==> src/rtl/mem_port_arbiter.sv <==
// Arbitrates the single external memory port between the I-cache fill FSM and
// the D-cache fill/write-back FSM; one burst at a time, responses to owner only.
module mem_port_arbiter #(
  parameter int ADDR_WIDTH = 64
) (
  input  logic                  clk,
  input  logic                  arst,
  input  logic                  i_ic_start_read,
  input  logic [ADDR_WIDTH-1:0] i_ic_addr,
  output logic                  o_ic_r_valid,
  output logic                  o_ic_r_last,
  input  logic                  i_dc_start_read,
  input  logic                  i_dc_start_write,
  input  logic [ADDR_WIDTH-1:0] i_dc_addr,
  output logic                  o_dc_r_valid,
  output logic                  o_dc_r_last,
  output logic                  o_dc_b_resp,
  output logic                  o_mem_start_read,
  output logic                  o_mem_start_write,
  output logic [ADDR_WIDTH-1:0] o_mem_addr,
  input  logic                  i_mem_r_valid,
  input  logic                  i_mem_r_last,
  input  logic                  i_mem_b_resp,
  output logic                  o_busy
);

  typedef enum logic [1:0] {IDLE, GRANT_IC, GRANT_DC_RD, GRANT_DC_WR} state_t;

  state_t state, state_nxt;
  logic   last_dc;

  always_ff @(posedge clk) begin
    if (arst) begin
      state   <= IDLE;
      last_dc <= 1'b0;
    end else begin
      state <= state_nxt;
      if (state == IDLE && state_nxt != IDLE)
        last_dc <= (state_nxt != GRANT_IC);
    end
  end

  // Write-back first: it holds the victim line the dependent fill waits on.
  always_comb begin
    state_nxt = state;
    case (state)
      IDLE: begin
        if (i_dc_start_write)                        state_nxt = GRANT_DC_WR;
        else if (i_dc_start_read && i_ic_start_read) state_nxt = last_dc ? GRANT_IC : GRANT_DC_RD;
        else if (i_dc_start_read)                    state_nxt = GRANT_DC_RD;
        else if (i_ic_start_read)                    state_nxt = GRANT_IC;
      end
      GRANT_IC, GRANT_DC_RD: if (i_mem_r_last) state_nxt = IDLE;
      GRANT_DC_WR:           if (i_mem_b_resp) state_nxt = IDLE;
      default:               state_nxt = IDLE;
    endcase
  end

  // Outputs come from the registered state only; requesters dropping their
  // level mid-burst cannot abort a burst the master already started.
  always_comb begin
    o_mem_start_read  = 1'b0;
    o_mem_start_write = 1'b0;
    o_mem_addr        = '0;
    o_ic_r_valid      = 1'b0;
    o_ic_r_last       = 1'b0;
    o_dc_r_valid      = 1'b0;
    o_dc_r_last       = 1'b0;
    o_dc_b_resp       = 1'b0;
    o_busy            = (state != IDLE);
    case (state)
      GRANT_IC: begin
        o_mem_start_read = 1'b1;
        o_mem_addr       = i_ic_addr;
        o_ic_r_valid     = i_mem_r_valid;
        o_ic_r_last      = i_mem_r_last;
      end
      GRANT_DC_RD: begin
        o_mem_start_read = 1'b1;
        o_mem_addr       = i_dc_addr;
        o_dc_r_valid     = i_mem_r_valid;
        o_dc_r_last      = i_mem_r_last;
      end
      GRANT_DC_WR: begin
        o_mem_start_write = 1'b1;
        o_mem_addr        = i_dc_addr;
        o_dc_b_resp       = i_mem_b_resp;
      end
      default: ;
    endcase
  end

endmodule

==> config.mk <==
export PLATFORM = sky130hd
export DESIGN_NAME = mem_port_arbiter
export DESIGN_NICKNAME = d
export VERILOG_FILES = /design/src/rtl/mem_port_arbiter.sv
export SDC_FILE = /design/constraint.sdc
export NUM_CORES = 1
export LEC_CHECK = 0
export CAP_MARGIN = 30
export CORE_AREA = 2 2 80 82
export CTS_CLUSTER_DIAMETER = 200
export DETAILED_ROUTE_END_ITERATION = 10
export DIE_AREA = 0 0 82 84
export MAX_ROUTING_LAYER = met4
export PLACE_DENSITY = 0.93
export SLEW_MARGIN = 5
export SYNTH_ARGS = -nofsm -noshare
export SYNTH_HDL_FRONTEND = slang
export SYNTH_SLANG_ARGS = --single-unit
==> constraint.sdc <==
create_clock -name clk -period 1.76 [get_ports clk]
set_input_delay 0.264 -clock clk [delete_from_list [all_inputs] [get_ports clk]]
set_output_delay 0.264 -clock clk [all_outputs]
set_load 0.05 [all_outputs]
==> summary.md <==
| Metric | Value |
|---|---|
| R2R Setup Slk | 0.15 ns |
| Uppermost routed layer | met4 |
| Register area share after synthesis | 0.04078 |
| Crit-path max cell delay | 0.36 ns |
| Worst Path Arrival | 1.69 ns |
| Failing checks | setup timing |
| Post-Synthesis Cells | 185 |
| Post-route setup slack | -0.1908 ns |
| Period Utilization, post-route | 1.108 |
| Worst setup SP type | register |
| Clock Skew | 0.003935 ns |
| Placeable core region | 0.006096 sq mm |
| Root Buffer | clkbuf_8 |
| P&R area growth vs syn | 240.5% |
| F_max | 0.5126 GHz |
| Final non-filler cell total | 486 |
| DIE AREA | 0.006888 sq mm |
| Final core area utilization | 0.8227 |
| Multi-input logic area | 0.001475 sq mm |
| # rows | 29 |
| Post-Syn Area per Cell | 7.960 sq um |
| Seq cells post-synth | 3 |
| Slowest-stage cell, CP | dfxtp_4 |
| Via count | 2405 |
| Initial antenna violation count | 0 |
| Leakage power figure | 1.793 nW |
| Worst-path clk slew | 0.03 ns |
| DRT iter0 DRCs | 68 |
| Register area | 67.56 sq um |
| Placed cell area | 0.004569 sq mm |
| Max-cap viol count | 0 |
| Tmin final | 1.951 ns |
| Placed Instances | 463 |
| Met3 WL | 770 um |
| Unrepaired setup endpoints after global routing | yes |
| Vias in the first global route | 2463 |
| Final Hold Fails | 0 |
| Main combinational cell family by area after synthesis | compound AO/OA/AOI/OAI gates |
| Synth cell types | 23 |
| Antenna cells | 0 |
| Worst path top cell family by delay | simple AND/OR/NAND/NOR gates |
| DR pass1 iterations | 4 |
| Final setup viols | 64 |
| Fin area | 0.005015 sq mm |
| Synth Cell Area | 0.001473 sq mm |
| Post-synthesis adder-cell area fraction | 0.04248 |
| H-tree Lvls | 1 |
| Post-synth EDFFs | 0 |
| Die Height | 84 um |
| Starting Density | 0.2416 |
| Hold WC Path Type | reg -> reg |
| Pwr Density | 696.8 mW/mm^2 |
| Maximum vdd drop | 0.5352 mV |
| Crit path kind | reg -> out |
| Worst-margin pin slew | 0.2810 ns |
| Post-Syn Nets | 326 |
| CP Data Required Time | 1.50 ns |
| Total wire length | 9345 um |
| Async SR Flop Fraction | 0 |
| Final Wtd Congestion | 0.8597 |
| Vias per cell | 4.949 |
| Synth Area in XOR/XNOR | 0 |
| Wirelength per Cell | 19.23 um |
| DP Worst Slack | 0.007230 ns |
| Largest net degree at the start of global routing | 31 |
| Ports | 208 |
| IO buf count | 207 |
| Post-Route M1 WL | 3276 um |
| Ratio of cells with drive above 1 in the final layout | 0.6112 |
| CTS tree | built |
| Status | finished, violations left |
| Post-detail-place hpwl | 6712 um |
| Final setup TNS | -8.690 ns |
| ANT nets after route | 0 |
| Max_slew headroom | 0.8112 |
| Crit-path max FO | 6 |
| Worst skew pair latency | 0.23 ns |
| Ys Warns | 0 |
| Met2 WL post-DR | 5160 um |
| Grt ovf | 0 |
| GR Util All Layers | 0.2418 |
| Clock sink count | 3 |
| CP cell instances | inv_4, ha_4, or2_4, buf_16, a22oi_2, nor2_2, buf_12 |
| First-pass GRT wire length | 12680 um |
| Clock Tree Buf Depth | 2 |
| # DRC | 0 |
| Post-synthesis compound-gate area fraction | 0.5811 |
| CTS buffer count | 3 |
| Simple-Gate Fraction of Synth Area | 0.2133 |
| Fillers | 367 |
| Crit path buf inv count | 3 |
| Post-synthesis mux area share | 0 |
| Most used DFF post-synth | dfxtp_1 |
| Die Wd | 82 um |
| Worst setup EP type | output pin |
| Max-slew violations | 0 |
| Fin nets | 551 |
| Hold-fix buffers at CTS | 0 |
power by group:
part / internal [W] / switching, W / leakage (nW)
sequential: 0.0000820 / 0.0000150 / 0.0262
clock: 0.000156 / 0.0000583 / 0.0228
combinational: 0.00160 / 0.00158 / 1.74
total: 0.00184 / 0.00166 / 1.79
per-layer routing:
layer / up-vias / GRT usage
li1: 1131 / -
met1: 1148 / 0.2518
met2: 115 / 0.4553
met3: 11 / 0.05736
met4: 0 / 0.03939
met5: - / -
cells by family after synthesis:
family,after synthesis
buffers and inverters,27
and+or+nand+nor,76
DFF,3
AOI/OAI and AO/OA,74
adders and majority gates,5
registers in the layout, summed over array words and instances, names as in the netlist:
| register | flops |
|---|---|
| last_dc | 1 |
| state | 2 |
through the flow:
step / hold WS, ns / power (W)
CTS: 0.5128 / 0.003324
global route: 0.5230 / 0.003628
global placement: 0.4752 / 0.002900
detailed placement: 0.5070 / 0.002948
finish: 0.5169 / 0.003495
floorplan: 0.3331 / 0.001580
placed cells by master (no fill, tap or decap), drive strengths merged:
cell type,n
o21bai,1
buf,99
o31ai,1
nor3,1
clkbuf,9
nor2,64
a31o,1
nand2b,2
inv,6
a22oi,64
nor2b,3
and2,5
clkdlybuf4s50,135
a21oi,2
a21o,2
or2,2
dfxtp,3
bufbuf,1
a311oi,1
a41o,1
o211ai,1
ha,5
final timing paths:
check | from | to | cells after the start
max | state[0]$_SDFF_PP0_ | o_mem_addr[36] | 7
min | last_dc$_SDFFE_PP0P_ | last_dc$_SDFFE_PP0P_ | 1
max reg2reg | state[0]$_SDFF_PP0_ | state[1]$_SDFF_PP0_ | 8
min reg2reg | last_dc$_SDFFE_PP0P_ | last_dc$_SDFFE_PP0P_ | 1
Yosys cell counts, types with 2 or more instances:
cell type / n / share of area
nor2_1: 64 / 0.16
a22oi_2: 60 / 0.51
buf_2: 9 / 0.031
buf_6: 7 / 0.054
inv_1: 6 / 0.015
and2_1: 5 / 0.021
ha_1: 5 / 0.042
a22oi_1: 4 / 0.020
buf_4: 4 / 0.020
dfxtp_1: 3 / 0.041
nor2b_1: 3 / 0.013
a21o_1: 2 / 0.010
a21oi_1: 2 / 0.0068
nand2b_1: 2 / 0.0085
worst reg2reg max path, cell delays in order (launching register included):
cell	delay, ns
dfxtp_4	0.35
inv_4	0.06
buf_4	0.10
buf_4	0.10
ha_4	0.16
buf_4	0.21
nand2b_1	0.10
a311oi_2	0.30
a41o_1	0.16
layout make-up:
type	count	share of cell area
Multi-Input combinational cell	156	0.2942
Inverter	6	0.005489
Clock buffer	4	0.008982
Sequential cell	3	0.01347
Timing Repair Buffer	240	0.6587
Tap cell	77	0.01921
timing repair:
action | CTS | global route
endpoints found under the setup margin | 67 | 68
pin swaps | 12 | 23
resized for setup | 13 | 18
gates cloned | 3 | 7
hold endpoints to repair | 0 | 0
setup buffers | 4 | 5
No activity file was read; power rests on OpenSTA's default activity.
